==> src/rtl/serial_adder_if.sv <==
// Handshake and operand/result bundle for the serial adder.
// The master drives requests; the slave (the adder) returns status and results.
interface serial_adder_if #(
   parameter int WIDTH = 8
) ();
   logic             start;
   logic             sub;
   logic [WIDTH-1:0] a;
   logic [WIDTH-1:0] b;
   logic             cin;
   logic             busy;
   logic             done;
   logic [WIDTH-1:0] sum;
   logic             cout;
   logic             overflow;

   modport master (
      output start, sub, a, b, cin,
      input  busy, done, sum, cout, overflow
   );

   modport slave (
      input  start, sub, a, b, cin,
      output busy, done, sum, cout, overflow
   );
endinterface

==> src/rtl/serial_adder.sv <==
// Serial LSB-first adder/subtractor handling DIGIT bits per clock.
// A carry flip-flop links slices; results appear with a one-cycle done pulse.
module serial_adder #(
   parameter int WIDTH = 8,
   parameter int DIGIT = 1
) (
   input logic           clk,
   input logic           rst_n,
   serial_adder_if.slave bus
);
   localparam int STEPS = WIDTH / DIGIT;
   localparam int CW    = ($clog2(STEPS + 1) < 1) ? 1 : $clog2(STEPS + 1);

   if (WIDTH < 1 || DIGIT < 1 || (WIDTH % DIGIT) != 0) begin : g_param_check
      $error("serial_adder: WIDTH must be >= 1 and DIGIT must divide WIDTH");
   end

   typedef enum logic {IDLE, RUN} state_t;

   state_t           state_r;
   logic [WIDTH-1:0] a_r;
   logic [WIDTH-1:0] b_r;
   logic [WIDTH-1:0] acc_r;
   logic             carry_r;
   logic [CW-1:0]    cnt_r;
   logic             busy_r;
   logic             done_r;
   logic [WIDTH-1:0] sum_r;
   logic             cout_r;
   logic             ovf_r;

   logic [DIGIT:0]   add_s;
   logic [DIGIT-1:0] slice_s;
   logic             co_s;
   logic [WIDTH-1:0] acc_next_s;
   logic             ovf_next_s;

   // Slice adder and accumulator update for the current step
   always_comb begin
      add_s      = {1'b0, a_r[DIGIT-1:0]} + {1'b0, b_r[DIGIT-1:0]} + {{DIGIT{1'b0}}, carry_r};
      slice_s    = add_s[DIGIT-1:0];
      co_s       = add_s[DIGIT];
      acc_next_s = (acc_r >> DIGIT) | (WIDTH'(slice_s) << (WIDTH - DIGIT));
      // carry into the MSB is recovered from the MSB's own operands and sum bit
      ovf_next_s = a_r[DIGIT-1] ^ b_r[DIGIT-1] ^ slice_s[DIGIT-1] ^ co_s;
   end

   // Control FSM with registered datapath and outputs
   always_ff @(posedge clk or negedge rst_n) begin
      if (!rst_n) begin
         state_r <= IDLE;
         a_r     <= {WIDTH{1'b0}};
         b_r     <= {WIDTH{1'b0}};
         acc_r   <= {WIDTH{1'b0}};
         carry_r <= 1'b0;
         cnt_r   <= {CW{1'b0}};
         busy_r  <= 1'b0;
         done_r  <= 1'b0;
         sum_r   <= {WIDTH{1'b0}};
         cout_r  <= 1'b0;
         ovf_r   <= 1'b0;
      end else begin
         case (state_r)
            IDLE: begin
               done_r <= 1'b0;
               if (bus.start) begin
                  a_r     <= bus.a;
                  b_r     <= bus.sub ? ~bus.b : bus.b;
                  carry_r <= bus.sub ? 1'b1 : bus.cin;
                  cnt_r   <= {CW{1'b0}};
                  busy_r  <= 1'b1;
                  state_r <= RUN;
               end else begin
                  state_r <= IDLE;
               end
            end
            RUN: begin
               a_r     <= a_r >> DIGIT;
               b_r     <= b_r >> DIGIT;
               acc_r   <= acc_next_s;
               carry_r <= co_s;
               cnt_r   <= cnt_r + 1'b1;
               if (cnt_r == CW'(STEPS - 1)) begin
                  sum_r   <= acc_next_s;
                  cout_r  <= co_s;
                  ovf_r   <= ovf_next_s;
                  busy_r  <= 1'b0;
                  done_r  <= 1'b1;
                  state_r <= IDLE;
               end else begin
                  state_r <= RUN;
               end
            end
            default: begin
               busy_r  <= 1'b0;
               done_r  <= 1'b0;
               state_r <= IDLE;
            end
         endcase
      end
   end

   assign bus.busy     = busy_r;
   assign bus.done     = done_r;
   assign bus.sum      = sum_r;
   assign bus.cout     = cout_r;
   assign bus.overflow = ovf_r;
endmodule

==> src/flat_wrapper.sv <==
// flat-port wrapper written by rule: the top's interface ports become plain ports
module serial_adder_flat 
#(
   parameter int WIDTH = 8,
   parameter int DIGIT = 1
)
  (clk, rst_n, bus_start, bus_sub, bus_a, bus_b, bus_cin, bus_busy, bus_done, bus_sum, bus_cout, bus_overflow);
  serial_adder_if #(.WIDTH(WIDTH)) bus_i ();
  input logic clk;
  input logic rst_n;
  input wire logic [$bits(bus_i.start)-1:0] bus_start;
  input wire logic [$bits(bus_i.sub)-1:0] bus_sub;
  input wire logic [$bits(bus_i.a)-1:0] bus_a;
  input wire logic [$bits(bus_i.b)-1:0] bus_b;
  input wire logic [$bits(bus_i.cin)-1:0] bus_cin;
  output wire logic [$bits(bus_i.busy)-1:0] bus_busy;
  output wire logic [$bits(bus_i.done)-1:0] bus_done;
  output wire logic [$bits(bus_i.sum)-1:0] bus_sum;
  output wire logic [$bits(bus_i.cout)-1:0] bus_cout;
  output wire logic [$bits(bus_i.overflow)-1:0] bus_overflow;
  assign bus_i.start = bus_start;
  assign bus_i.sub = bus_sub;
  assign bus_i.a = bus_a;
  assign bus_i.b = bus_b;
  assign bus_i.cin = bus_cin;
  assign bus_busy = bus_i.busy;
  assign bus_done = bus_i.done;
  assign bus_sum = bus_i.sum;
  assign bus_cout = bus_i.cout;
  assign bus_overflow = bus_i.overflow;
  serial_adder #(.WIDTH(WIDTH), .DIGIT(DIGIT)) u_core (.clk(clk), .rst_n(rst_n), .bus(bus_i));
endmodule
==> config.mk <==
export PLATFORM = sky130hd
export DESIGN_NAME = serial_adder_flat
export DESIGN_NICKNAME = d
export VERILOG_FILES = /design/src/rtl/serial_adder_if.sv /design/src/rtl/serial_adder.sv /design/src/flat_wrapper.sv
export SDC_FILE = /design/constraint.sdc
export NUM_CORES = 1
export LEC_CHECK = 0
export CAP_MARGIN = 5
export CELL_PAD_IN_SITES_DETAIL_PLACEMENT = 1
export CELL_PAD_IN_SITES_GLOBAL_PLACEMENT = 1
export CORE_MARGIN = 2
export CORE_UTILIZATION = 40
export CTS_CLUSTER_DIAMETER = 30
export DETAILED_ROUTE_END_ITERATION = 7
export GPL_TIMING_DRIVEN = 0
export PLACE_DENSITY_LB_ADDON = 0.1
export SLEW_MARGIN = 20
export SYNTH_ARGS = -nofsm -noshare
export SYNTH_HDL_FRONTEND = slang
export SYNTH_SLANG_ARGS = --single-unit
==> constraint.sdc <==
create_clock -name clk -period 2 [get_ports clk]
set_input_delay 0.5 -clock clk [delete_from_list [all_inputs] [get_ports clk]]
set_output_delay 0.5 -clock clk [all_outputs]
set_load 0.02 [all_outputs]
# ---- Word level (Yosys, flattened, before mapping)
# Index checks and enable logic that the tools add are counted.
dict set report totals {
  ff_bits 42
  inputBits 21
  out_inout_bits 12
  word_cells 43
}
dict set report classes {
  n_addsub 3
  n_eq_ne 3
  mux 18
  bitwise_logic 6
  n_reduce_logical 2
}
# op n
set ops {}
lappend ops {{$pmux W8 S2} 2}
lappend ops {{$mux W8} 3}
lappend ops {{$not A8 Y8} 1}
lappend ops {{$or A7 B8 Y8} 1}
lappend ops {{$pmux W1 S2} 4}
lappend ops {{$pmux W4 S2} 1}
lappend ops {{$mux W1} 7}
lappend ops {{$add A4 B1 Y4 const B} 1}
lappend ops {{$eq A4 B3 Y1 const B} 1}
lappend ops {{$mux W4} 1}
lappend ops {{$ne A2 B2 Y1 const B} 2}
lappend ops {{$reduce_and A2 Y1} 2}
lappend ops {{$xor A1 B1 Y1} 3}
lappend ops {{$add A1 B1 Y2} 1}
lappend ops {{$add A2 B1 Y2} 1}
lappend ops {{$not A1 Y1} 1}

# ---- Depth between registers and ports, before layout
# Gate-level depths: netlist (run 1).
dict set report depth {
  ltp_word 4
  depth_mapped 5
  ltp_nobuf 4
}

# ---- Least setup slack after synthesis (run 1)
# No wires, ideal clock.
dict set report synth_timing {
  path_type {flip-flop to flip-flop}
  from {reg u_core.carry_r}
  to {reg u_core.ovf_r (netlist: u_core.bus.overflow)}
  t_arrival_ns 1.280
  t_required_ns 1.873
  slack_ns 0.593
  path_stages_with_launch 5
  synth_period_minus_slack_ns 1.407
  cell_sequence {dfrtp_1 > fa_1 > xnor2_1 > xnor2_1 > o21ai_0}
}
dict set report synth_between {
  elab_chain_cells 3
}
# element line
set synth_lines {}
lappend synth_lines {{start, declared} serial_adder.sv:24} ;# logic carry_r;
lappend synth_lines {{start signal, assigned} serial_adder.sv:69} ;# carry_r <= bus.sub ? 1'b1 : bus.cin;
lappend synth_lines {{start signal, assigned} serial_adder.sv:81} ;# carry_r <= co_s;
lappend synth_lines {{$add A2 B1 Y2 (*)} serial_adder.sv:40} ;# add_s = {1'b0, a_r[DIGIT-1:0]} + {1'b0, b_r[DIGIT-1:0]} + {{DIGIT{1'b0}}, carry_r};
lappend synth_lines {{$xor A1 B1 Y1} serial_adder.sv:45} ;# ovf_next_s = a_r[DIGIT-1] ^ b_r[DIGIT-1] ^ slice_s[DIGIT-1] ^ co_s;
lappend synth_lines {{$xor A1 B1 Y1 (*)} serial_adder.sv:45}
lappend synth_lines {{end signal, assigned} serial_adder.sv:86} ;# ovf_r <= ovf_next_s;
lappend synth_lines {{end, declared} serial_adder.sv:30} ;# logic ovf_r;
# Mark *: on every way between the ends. The rest lies on a longest branch, timed or not.
# A chain may end at the register's enable or synchronous reset.

# ---- Worst setup path after layout (run 1)
dict set report layout_timing {
  from {reg u_core.sum_r[4] (netlist: u_core.bus.sum[4])}
  to {out bus_sum[4]}
}
# element line
set layout_rtl {}
lappend layout_rtl {{start, declared} serial_adder.sv:28} ;# logic [WIDTH-1:0] sum_r;
lappend layout_rtl {{start signal, assigned} serial_adder.sv:59} ;# sum_r <= {WIDTH{1'b0}};
lappend layout_rtl {{start signal, assigned} serial_adder.sv:84} ;# sum_r <= acc_next_s;
lappend layout_rtl {{end, declared} flat_wrapper.sv:18} ;# output wire logic [$bits(bus_i.sum)-1:0] bus_sum;
# No word-level cell between the ends.

==> summary.txt, run 1 <==
Run status
  – Status: complete, no violations

STA
  – Setup Skew: 8.81 ps
  – Final setup fails: 0
  – Minimum clock period: 1780 ps
  – Worst hold slack: 177 ps
  – Fmax achieved: 0.563 GHz
  – Unrepaired setup endpoints after global routing: false
  – Max-slew violation count: 0
  – Tightest Pin Transition: 538 ps
  – Hold Vio Cnt, Final: 0
  – Slew headroom: 64.1%
  – Final period utilization: 88.8%

Floorplan
  – Starting Density: 41.8%
  – Core area: 4410 sq um
  – Die ar.: 5180 sq um
  – Die Y-Extent: 71.9 microns
  – Die Width: 71.9 microns
  – Ports: 33
  – FP Rows: 24

Critical path
  – WP data arrival: 1280 ps
  – Critical path class: flop to primary output
  – Crit path max fanout: 2
  – Required @ worst endpoint: 1500 ps
  – R2R depth: 4
  – Startpoint types: flop
  – CP top delay family: buffers and inverters
  – Worst reg2reg path startpoint: u_core.b_r[0]$_DFFE_PN0P_
  – Worst path cell trace: clkdlybuf4s50_1
  – Worst R2R Setup Slack: 480 ps
  – Worst reg2reg endpoint: u_core.bus.overflow$_DFFE_PN0P_
  – CP max stage delay: 610 ps
  – Slowest cell on the critical path: clkdlybuf4s50_1
  – Buffers & Inverters on Critical Path: 1
  – Critical Path End Type: primary output

Clocking
  – Clk slew on worst S/H paths: 90 ps
  – Clock Root Buffer: clkbuf_8
  – Post-cts gate resize count: 0
  – # clock sinks: 41
  – H-Tree Depth: 2
  – Post-CTS setup buffers: 0
  – CTS tree: yes
  – Skew-Pair Late Insertion Delay: 300 ps
  – Hold_buf cts: 0
  – Deepest clock path buffer count: 2
  – CTS buffer count: 5

Cells and area
  – Antenna diodes: 0
  – Most frequent cells in the layout: dfrtp_1 (41), clkdlybuf4s50_1 (30), nand2_1 (20), o21ai_0 (17), mux2i_1 (16)
  – Commonest non-fill, non-tap cell in the layout: dfrtp_1
  – Net count, final: 209
  – Syn-to-layout area delta: 27.8%
  – Fill cells: 456
  – Non-Filler Instances: 239
  – Ratio of cells with drive above 1 in the final layout: 18.7%

Placed design
  – Placed cells: 231
  – Gpl congestion: 0.724
  – Dpl hpwl: 2700 microns
  – # port buffers: 31

Power
  – Final Total Pwr: 3.41 mW
  – Worst vdd ir: 0.473 mV
  – Static leakage: 1.10 nW
  – Power per standard cell area: 1450 nW/um^2

Yosys
  – Mean post-synth cell area: 12.6 sq um
  – Async SR Flop Fraction: 100%
  – Synth unique cells: 23
  – Synth Flop Type: dfrtp_1
  – Mapped Cells: 147
  – Main area contributors after synthesis: dfrtp_1 (56%), mux2i_1 (8.7%), mux2_2 (6.7%), o21ai_0 (4.6%), mux2_4 (4.1%)
  – Syn Std Cell Area: 1850 sq um
  – Seq cells post-synth: 41
  – Register area share after synthesis: 55.6%
  – Leading area contributor after synthesis: dfrtp_1
  – Syn nets: 170
  – Yosys warnings: 0
  – Number of synthesized flops with an enable pin: 0
  – Yosys top cell area share: 55.6%

Global route
  – Vias in the first global route: 1346
  – First-pass GRT wire length: 6510 microns
  – Initial antenna violation count: 0
  – Congestion Overflow GR: 0
  – Largest net degree at the start of global routing: 23
  – GR Util All Layers: 16.4%

Min path
  – Min-Delay Path Class: primary input to async pin

Route
  – DR pass1 iterations: 4
  – ANT nets after route: 0
  – DRC Markers: 0
  – Via/cell ratio: 5.08
  – DRT iter0 DRCs: 46
  – Via total after detailed routing: 1215
  – Wire length per cell: 15.6 microns
  – Wirelength, routed: 3720 microns

Run
  – Max-cap violations: 0
[stage by stage]
stage,setup slack [ps],area (sq um),utilization (%),setup TNS (ps)
final,225,2360,53.5,0
after global routing,184,2360,53.5,0
after CTS,206,2360,53.5,0
after detailed placement,165,2240,50.9,0
after global placement,-552,2220,50.3,-22570
after floorplan,593,1850,-,0
[Yosys cell counts (3+ instances only)]
master	number
dfrtp_1	41
nand2_1	20
o21ai_0	17
mux2i_1	16
mux2_2	11
xor2_1	8
mux2_4	5
xnor2_1	5
buf_2	4
a22o_1	3
buf_4	3
nor2_1	3
[cell type report]
| class | instances | area [sq um] | area share [%] |
|---|---|---|---|
| flip-flops and latches | 41 | 1030 | 43.5 |
| multi-input cells | 96 | 759 | 32.2 |
| repair buffers | 32 | 333 | 14.1 |
| clock buffers | 5 | 68.8 | 2.92 |
| well taps | 52 | 65.1 | 2.76 |
| plain buffers | 9 | 57.6 | 2.44 |
| clock inverters | 3 | 46.3 | 1.96 |
| inverters | 1 | 3.75 | 0.159 |
[state kept, by name, indices dropped and copies added, names as in the netlist]
| name | count |
|---|---|
| u_core.bus.busy | 1 |
| u_core.carry_r | 1 |
| u_core.bus.cout | 1 |
| u_core.a_r | 8 |
| u_core.state_r | 1 |
| u_core.bus.overflow | 1 |
| u_core.bus.done | 1 |
| u_core.b_r | 8 |
| u_core.bus.sum | 8 |
| u_core.cnt_r | 4 |
| u_core.acc_r | 7 |
[how the worst max path moves through the flow]
stage / start / endpoint / slack, ps / cells after the start
finish: u_core.bus.sum[4]$_DFFE_PN0P_ / bus_sum[4] / 220 / 1
global route: u_core.bus.cout$_DFFE_PN0P_ / bus_cout / 180 / 1
CTS: u_core.bus.sum[4]$_DFFE_PN0P_ / bus_sum[4] / 210 / 1
detailed placement: bus_start / u_core.b_r[2]$_DFFE_PN0P_ / 160 / 4
global placement: rst_n / u_core.a_r[4]$_DFFE_PN0P_ / -550 / 1
floorplan: u_core.carry_r$_DFFE_PN0P_ / u_core.bus.overflow$_DFFE_PN0P_ / 590 / 4
[where the power goes]
part / total, mW / leakage, nW / internal [mW] / switching (mW)
Combinational: 1.34 / 0.522 / 0.718 / 0.624
Clock: 0.675 / 0.0543 / 0.374 / 0.301
Sequential: 1.39 / 0.527 / 1.16 / 0.229
[cells by family (layout without fill, tap and decap cells)]
family	Yosys count	in the layout	share of synthesized area, %
AO/OA/AOI/OAI	23	23	7.18
adder cells (fa/ha/maj)	2	2	1.76
multiplexers	32	32	19.4
buffers and inverters	10	50	3.32
XOR/XNOR	13	13	6.17
flip-flops	41	41	55.6
AND/OR/NAND/NOR	26	26	6.57
[per-layer routing]
metal | track usage [%] | vias up | wire length, microns
met5 | 0 | - | 0
li1 | - | 576 | -
met2 | 27.4 | 28 | 1810
met1 | 20.9 | 605 | 1680
met3 | 4.86 | 6 | 186
met4 | 4.40 | 0 | 42
Power figures use the tool's default switching activity.
==> run 2, diff against run 1 <==
Settings changed: CTS_CLUSTER_SIZE from default to 14.
==> results of run 2 <==
No change in the layout: final DEF, timing and power equal those of run 1.
==> run 3, diff against run 2 <==
Settings changed: ABC_AREA from default to 1, GPL_ROUTABILITY_DRIVEN from default to 0.
==> run 3 against run 2 <==
Against the previous run:
- worst setup slack better by 2.3 ps
- largest power group unchanged
- design area decreased by 1.1%
- sequential power about the same
- power shrank 3.1%
- clock power decreased by 12%
- critical endpoint is now bus_sum[0]
- critical path depth did not move
- sequential share of layout area is 0.49 points higher
==> summary.txt, run 3 <==
Critical path
  – Crit path max fanout: 2 (unchanged)
  – Required @ worst endpoint: 1500 ps (about the same)
  – R2R depth: 7 (+3)
  – Cell depth of the worst setup path: 1 (unchanged)
  – End of the critical path: bus_sum[0]
  – Worst R2R Setup Slack: 450 ps (-30 ps)
  – Worst reg2reg endpoint: u_core.bus.overflow$_DFFE_PN0P_
  – Worst path cell trace: clkdlybuf4s50_1
  – Slowest cell on the critical path: clkdlybuf4s50_1
  – CP max stage delay: 620 ps (about the same)
  – Critical Path End Type: primary output
  – Critical path class: flop to primary output
  – Startpoint types: flop
  – Buffers & Inverters on Critical Path: 1 (unchanged)
  – Worst reg2reg path startpoint: u_core.b_r[0]$_DFFE_PN0P_
  – Critical Path Start: u_core.bus.sum[0]$_DFFE_PN0P_
  – WP data arrival: 1270 ps (about the same)
  – CP top delay family: buffers and inverters

Yosys
  – Mapped Cells: 190 (+29%)
  – Seq cells post-synth: 41 (unchanged)
  – Leading area contributor after synthesis: dfrtp_1
  – Synth cell count leaders: nand2_1 (60), dfrtp_1 (41), o21ai_0 (18)
  – Count leader, synth: nand2_1
  – Main area contributors after synthesis: dfrtp_1 (56%), nand2_1 (12%), o21ai_0 (4.9%), o21ai_2 (4.3%), xnor2_1 (3.8%)
  – Number of synthesized flops with an enable pin: 0 (unchanged)
  – Synth unique cells: 19 (-17%)
  – Syn nets: 213 (+25%)
  – Register area share after synthesis: 55.9% (+0.38 points)
  – Async SR Flop Fraction: 100% (unchanged)
  – Yosys warnings: 0 (unchanged)
  – Mean post-synth cell area: 9.65 sq um (-23%)
  – Yosys top cell area share: 55.9% (+0.38 points)
  – Syn Std Cell Area: 1830 sq um (-0.68%)
  – Synth Flop Type: dfrtp_1

STA
  – Tightest Pin Transition: 457 ps (-81.1 ps)
  – Max-slew violation count: 0 (unchanged)
  – Hold Vio Cnt, Final: 0 (unchanged)
  – Fmax achieved: 0.564 GHz (+0.13%)
  – Setup Skew: 2.71 ps (-6.11 ps)
  – Final setup fails: 0 (unchanged)
  – Final period utilization: 88.6% (-0.11 points)
  – Minimum clock period: 1770 ps (-2.29 ps)
  – Unrepaired setup endpoints after global routing: false
  – Final WS setup: 227 ps (+2.29 ps)
  – Slew headroom: 69.5% (+5.4 points)

Clocking
  – Skew-Pair Late Insertion Delay: 290 ps (about the same)
  – Clock Root Buffer: clkbuf_8
  – # clock sinks: 41 (unchanged)
  – Post-cts gate resize count: 0 (unchanged)
  – Deepest clock path buffer count: 2 (unchanged)
  – CTS buffer count: 5 (unchanged)
  – Clk slew on worst S/H paths: 80 ps (about the same)
  – Hold_buf cts: 0 (unchanged)
  – Post-CTS setup buffers: 0 (unchanged)
  – CTS tree: yes
  – H-Tree Depth: 2 (unchanged)

Global route
  – Congestion Overflow GR: 0 (unchanged)
  – GR Util All Layers: 18.0% (+1.6 points)
  – Vias in the first global route: 1560 (+16%)
  – Initial antenna violation count: 0 (unchanged)
  – First-pass GRT wire length: 7090 microns (+8.9%)
  – Largest net degree at the start of global routing: 25 (+8.7%)

Cells and area
  – Antenna diodes: 0 (unchanged)
  – Commonest non-fill, non-tap cell in the layout: nand2_1
  – Post-route cell area: 2330 sq um (-1.1%)
  – Syn-to-layout area delta: 27.2%
  – Net count, final: 252 (+21%)
  – Ratio of cells with drive above 1 in the final layout: 14.3% (-4.4 points)
  – Most frequent cells in the layout: nand2_1 (60), dfrtp_1 (41), clkdlybuf4s50_1 (30), o21ai_0 (18), inv_1 (13)

Power
  – Net switching power: 1.25 mW (+8.0%)
  – Worst vdd ir: 0.508 mV (+7.6%)
  – Switch share: 37.7% (+3.9 points)
  – Final Total Pwr: 3.30 mW (-3.1%)
  – Internal power: 2.06 mW (-8.8%)
  – Power per standard cell area: 1420 nW/um^2 (-2.0%)
  – Combinational power share: 40.5% (+1.1 points)
  – Sequential power share: 41.5% (+0.6 points)
  – Clk network pwr share: 18.0% (-1.8 points)
  – Static leakage: 1.09 nW (-0.77%)

Route
  – Uppermost layer routed: met4
  – Via total after detailed routing: 1423 (+17%)
  – DRT iter0 DRCs: 73 (+59%)
  – Wirelength, routed: 4130 microns (+11%)
  – ANT nets after route: 0 (unchanged)
  – DR pass1 iterations: 4 (unchanged)
  – DR WL met2: 2100 microns (+16%)
  – M1 WL: 1780 microns (+6.3%)
  – Via/cell ratio: 5.05 (-0.74%)
  – Met3 wire len: 192 microns (+3.2%)
  – Wire length per cell: 14.7 microns (-5.8%)
  – DRC Markers: 0 (unchanged)

Floorplan
  – Die ar.: 5140 sq um (-0.64%)
  – Starting Density: 41.8% (about the same)
  – FP Rows: 24 (unchanged)
  – Core area: 4380 sq um (-0.68%)
  – Die Y-Extent: 71.7 microns (-0.32%)
  – Ports: 33 (unchanged)
  – Die Width: 71.7 microns (-0.32%)

Run
  – Max-cap violations: 0 (unchanged)

Placed design
  – Placed cell area: 2230 sq um (-0.56%)
  – # port buffers: 31 (unchanged)
  – Dpl hpwl: 3100 microns (+15%)
  – Pre-CTS WS: 369 ps (+205 ps)

Run status
  – Status: complete, no violations

Min path
  – Min-Delay Path Class: primary input to async pin
run 3: cell types whose count changed after synthesis, moves of 2 or more:
| cell | previous run | this run |
|---|---|---|
| xor2_1 | 8 | 0 |
| o21ai_2 | 0 | 9 |
| buf_2 | 4 | 6 |
| xnor2_1 | 5 | 8 |
| nand2_1 | 20 | 60 |
| inv_2 | 0 | 2 |
| buf_4 | 3 | 0 |
| nand3_1 | 1 | 9 |
| mux2_4 | 5 | 0 |
| mux2i_1 | 16 | 0 |
| buf_6 | 1 | 4 |
| a22oi_1 | 0 | 8 |
| mux2_2 | 11 | 0 |
| inv_1 | 1 | 13 |
run 3: metrics by stage:
| step | utilization (%) | TNS, ps | hold slack [ps] | cells |
|---|---|---|---|---|
| detailed placement | 50.9 | 0 | 462 | 274 |
| global placement | 50.4 | -22490 | 456 | 273 |
| finish | 53.2 | 0 | 145 | 282 |
| CTS | 53.2 | 0 | 156 | 282 |
| floorplan | - | 0 | 204 | 190 |
| global route | 53.2 | 0 | 170 | 282 |
run 3: layer usage:
layer / vias up / GRT usage [%]
li1: 686 / -
met5: - / 0
met3: 7 / 4.22
met4: 0 / 6.71
met2: 34 / 32.2
met1: 696 / 20.8
run 3: cell families after synthesis:
logic type / after synthesis / share of synthesized area, %
compound gates: 38 / 13.8
buf+inv: 25 / 7.16
xor+xnor: 8 / 3.82
fa+ha+maj: 2 / 1.77
simple gates: 76 / 17.5
flops: 41 / 55.9
run 3: power groups by stage:
| stage | clock network, mW | registers [mW] | logic (mW) |
|---|---|---|---|
| 5_1_grt | 0.651 | 1.42 | 1.50 |
| 4_1_cts | 0.608 | 1.38 | 1.36 |
| 3_3_place_gp | 0 | 1.36 | 1.26 |
| 3_5_place_dp | 0 | 1.39 | 1.36 |
| 2_1_floorplan | 0 | 1.47 | 0.761 |
| 6_report | 0.595 | 1.37 | 1.34 |
run 3: area by class of cell:
type / count / area [sq um]
clock inverters: 1 / 5.00
fillers: 501 / 2050
plain buffers: 10 / 75.1
clock buffers: 7 / 96.3
repair buffers: 32 / 333
flip-flops and latches: 41 / 1030
well taps: 52 / 65.1
multi-input cells: 124 / 677
inverters: 15 / 56.3
run 3: how the worst min path moves through the flow:
stage / start / end / slack [ps]
after global routing: rst_n / u_core.bus.sum[2]$_DFFE_PN0P_ / 170
after detailed placement: u_core.bus.busy$_DFFE_PN0P_ / u_core.bus.busy$_DFFE_PN0P_ / 460
after CTS: rst_n / u_core.bus.sum[2]$_DFFE_PN0P_ / 160
after global placement: u_core.bus.busy$_DFFE_PN0P_ / u_core.bus.busy$_DFFE_PN0P_ / 460
after floorplan: rst_n / u_core.a_r[0]$_DFFE_PN0P_ / 200
final: rst_n / u_core.bus.sum[2]$_DFFE_PN0P_ / 150
==> variant 1, RTL diff (settings of run 2) <==
Reset style: synchronous (`rst_n`), changed in one clocked block.
--- a/src/rtl/serial_adder.sv
+++ b/src/rtl/serial_adder.sv
@@ -46,7 +46,7 @@
    end
 
    // Control FSM with registered datapath and outputs
-   always_ff @(posedge clk or negedge rst_n) begin
+   always_ff @(posedge clk) begin
       if (!rst_n) begin
          state_r <= IDLE;
          a_r     <= {WIDTH{1'b0}};
Check against the original RTL: differs if rst_n is asserted again (counterexample within 4 cycles, from zero or initial values and one cycle with rst_n low); with rst_n held inactive, the same outputs for 10 cycles.
==> variant 1 against run 2 <==
Sequential cell count unchanged. Synthesized cell count increased by 28%. Maximum frequency decreased by 1.5%. Core utilization decreased by 0.71 points. Wire length increased by 7.6%. Cell area decreased by 1.3%. Worst hold slack improved by 280 ps. Synthesized area increased by 0.54%. Worst setup slack got worse by 27 ps. Highest routed layer unchanged.
Power is not compared: it rests on default switching activity, and its combinational part moved more than twofold at a synthesized area within 25%.
==> variant 1: results (changes against run 2) <==
| Metric | Value |
|---|---|
| Status | `complete, no violations` |
| Mux cell area share after synthesis | `11.9% (-7.6 points)` |
| Met2 global-route usage | `28.7% (+1.4 points)` |
| #MultiIn Comb | `132 (+38%)` |
| Final Worst Setup Slack | `197 ps (-27.3 ps)` |
| First-pass GRT wire length | `6650 um (+2.1%)` |
| Fraction of layout cells with a size suffix above 1 | `13.8% (-4.9 points)` |
| Syn Area/Cell | `9.88 um^2 (-21%)` |
| Sequential cell area | `821 um^2 (-20%)` |
| Crit. Startpoint | `u_core.bus.overflow` |
| Nets@finish | `247 (+18%)` |
| Non-clock buffering overhead | `16.3% (-0.26 points)` |
| Worst setup path endpoint | `bus_overflow` |
| Post-synthesis adder-cell area fraction | `1.75% (-0.0095 points)` |
| Synth Area in Compound Gates | `15.0% (+7.8 points)` |
| Largest net degree at the start of global routing | `13 (-43%)` |
| Slew headroom | `78.5% (+14 points)` |
| Min-Delay Path Class | `flip-flop to flip-flop` |
| DRT Pass-1 Iters | `2 (-2)` |
| Placed cells | `269 (+16%)` |
| Synth Area in XOR/XNOR | `6.13% (-0.033 points)` |
| Asr flop ratio synth | `0% (-100 points)` |
| Post-synthesis net count | `211 (+24%)` |
| Routability cong. | `0.741 (+2.4%)` |
| Iter 0 DRT Violations | `37 (-20%)` |
| Worst EP arrival | `1300 ps (+20 ps)` |
| Via density per instance | `5.07 (-0.23%)` |
| Post-synthesis sequential area ratio | `44.2% (-11 points)` |
| Inverters | `2 (+1)` |
| Total GRT Usage | `16.5% (+0.11 points)` |
| DR WL met3 | `151 um (-19%)` |
| Final core occ | `52.7% (-0.71 points)` |
| Clock buffers and inverters, area share | `5.00% (+0.12 points)` |
| R2R Path End | `u_core.bus.overflow` |
| Non-clock buffers | `42 (+2.4%)` |
==> variant 1: cell count changes after synthesis, moves of 7 or more <==
| cell | before | now |
|---|---|---|
| o211a_1 | 0 | 7 |
| o21ai_0 | 17 | 8 |
| nand2_1 | 20 | 28 |
| mux2_2 | 11 | 0 |
| a21boi_2 | 0 | 8 |
| nand3_1 | 1 | 8 |
| nor2b_1 | 0 | 10 |
| dfxtp_1 | 0 | 41 |
| dfrtp_1 | 41 | 0 |
==> variant 1: worst min path at each step <==
| stage | start | slack, ps | depth (start not counted) | to |
|---|---|---|---|---|
| global route | u_core.bus.sum[1] | 490 | 2 | u_core.bus.sum[1] |
| global placement | u_core.bus.sum[3] | 450 | 2 | u_core.bus.sum[3] |
| floorplan | u_core.acc_r[1] | 440 | 2 | u_core.bus.sum[0] |
| detailed placement | u_core.acc_r[1] | 460 | 2 | u_core.bus.sum[0] |
| CTS | u_core.acc_r[1] | 470 | 2 | u_core.bus.sum[0] |
| finish | u_core.acc_r[1] | 460 | 2 | u_core.bus.sum[0] |
==> variant 2, RTL diff (config.mk and constraints of run 2) <==
Without the edit above. `WIDTH` is set to 8 in 3 places; all go to 16.
--- a/src/rtl/serial_adder_if.sv
+++ b/src/rtl/serial_adder_if.sv
@@ -1,7 +1,7 @@
 // Handshake and operand/result bundle for the serial adder.
 // The master drives requests; the slave (the adder) returns status and results.
 interface serial_adder_if #(
-   parameter int WIDTH = 8
+   parameter int WIDTH = 16
 ) ();
    logic             start;
    logic             sub;
--- a/src/rtl/serial_adder.sv
+++ b/src/rtl/serial_adder.sv
@@ -1,7 +1,7 @@
 // Serial LSB-first adder/subtractor handling DIGIT bits per clock.
 // A carry flip-flop links slices; results appear with a one-cycle done pulse.
 module serial_adder #(
-   parameter int WIDTH = 8,
+   parameter int WIDTH = 16,
    parameter int DIGIT = 1
 ) (
    input logic           clk,
--- a/src/flat_wrapper.sv
+++ b/src/flat_wrapper.sv
@@ -1,7 +1,7 @@
 // flat-port wrapper written by rule: the top's interface ports become plain ports
 module serial_adder_flat 
 #(
-   parameter int WIDTH = 8,
+   parameter int WIDTH = 16,
    parameter int DIGIT = 1
 )
   (clk, rst_n, bus_start, bus_sub, bus_a, bus_b, bus_cin, bus_busy, bus_done, bus_sum, bus_cout, bus_overflow);
Interface: changed (resized bus_a, bus_b and bus_sum); port bits go from 33 to 57. The function was not compared with the original's and may differ.
==> variant 2 against run 2 <==
Combinational power is 47% higher. First-iteration DRC count is 43% higher. Synthesized area is 80% higher. Wire length is 85% higher. Sequential cell count is 33 higher. Global-route usage is 0.40 points higher. Register-to-register slack worse by 380 ps. Worst setup slack worse by 120 ps. Maximum frequency is 6.5% lower. Cell area is 80% higher. Total power is 74% higher. Critical path type is now flip-flop to flip-flop.
==> variant 2: results (changes against run 2) <==
| Metric | Value |
|---|---|
| Sequential Power | `0.00254 W (+83%)` |
| Iter 0 DRT Violations | `66 (+43%)` |
| Critical path type | `flip-flop to flip-flop` |
| Placed cells | `431 (+87%)` |
| Post-DP HPWL | `4790 um (+78%)` |
| Worst slack at placement | `89.1 ps (-75.8 ps)` |
| Top post-synthesis cells by count | `dfrtp_1 (74), nand2_1 (35), o21ai_0 (35)` |
| Fillers | `856 (+88%)` |
| Via density per instance | `4.87 (-4.3%)` |
| Sw Pwr | `0.00193 W (+67%)` |
| CP max stage delay | `420 ps (-190 ps)` |
| Port-buffer cells | `54 (+74%)` |
| Non-clock buffering overhead | `15.6% (-0.90 points)` |
| Non-clock buffers | `72 (+76%)` |
| Post-Synthesis Cells | `271 (+84%)` |
| H-tree level count | `3 (+1)` |
| Slew at the pin with the worst max-slew slack | `456 ps (-81.6 ps)` |
| Clock insertion delay at the later pin of the skew report | `350 ps (+50 ps)` |
| Status | `complete, no violations` |
| Clock buffers and inverters, area share | `5.82% (+0.94 points)` |
| Total GRT Usage | `16.8% (+0.40 points)` |
| Fraction of layout cells with a size suffix above 1 | `19.3% (+0.58 points)` |
| Post-synthesis net count | `312 (+84%)` |
| WL/cell | `15.4 um (-1.2%)` |
| Nets@finish | `378 (+81%)` |
| Worst path slowest cell | `dfrtp_1` |
| Multi-input combinational area share | `31.6% (-0.61 points)` |
| Worst path top cell family by delay | `adder cells` |
| LEAKAGE | `1.93 nW (+75%)` |
==> variant 2: cell count changes after synthesis, sizes merged, moves of 2 or more <==
| cell | change |
|---|---|
| inv | +3 |
| o22ai | +3 |
| o21ai | +18 |
| ha | +2 |
| mux2 | +16 |
| buf | +7 |
| xor2 | +8 |
| nor2 | +3 |
| a22o | -2 |
| nand2 | +16 |
| nand3 | +2 |
| mux2i | +15 |
| dfrtp | +33 |
==> variant 2: layer usage <==
metal	up-vias	routed length, um	GRT usage, %	part of all wire (%)
li1	1051	-	-	-
met1	1072	3320	22.7	48
met2	40	3160	25.6	46
met3	12	236	3.48	3.4
met4	0	153	8.33	2.2
met5	-	0	0	0
==> variant 2: worst paths after layout <==
| kind | from | cells past startpoint | endpoint | slack, ps |
|---|---|---|---|---|
| setup / recovery | u_core.cnt_r[0] | 6 | u_core.bus.sum[14] | 100 |
| hold / removal | rst_n | 1 | u_core.bus.sum[7] | 90 |
| setup reg to reg | u_core.cnt_r[0] | 6 | u_core.bus.sum[14] | 100 |
| hold reg to reg | u_core.a_r[10] | 2 | u_core.a_r[9] | 490 |
| max in group asynchronous | rst_n | 2 | u_core.b_r[7] | 1340 |
| min in group clk | u_core.a_r[10] | 2 | u_core.a_r[9] | 490 |
==> variant 2: kinds of logic (layout without fill, tap and decap cells) <==
family / Yosys count / after routing / synth area share [%]
and+or+nand+nor: 48 / 48 / 5.84
muxes: 63 / 63 / 21.1
xor gates and xnor gates: 20 / 20 / 5.28
DFF: 74 / 74 / 55.8
AOI/OAI and AO/OA: 41 / 41 / 6.52
adders and majority gates: 4 / 4 / 1.73
buffers and inverters: 21 / 92 / 3.70
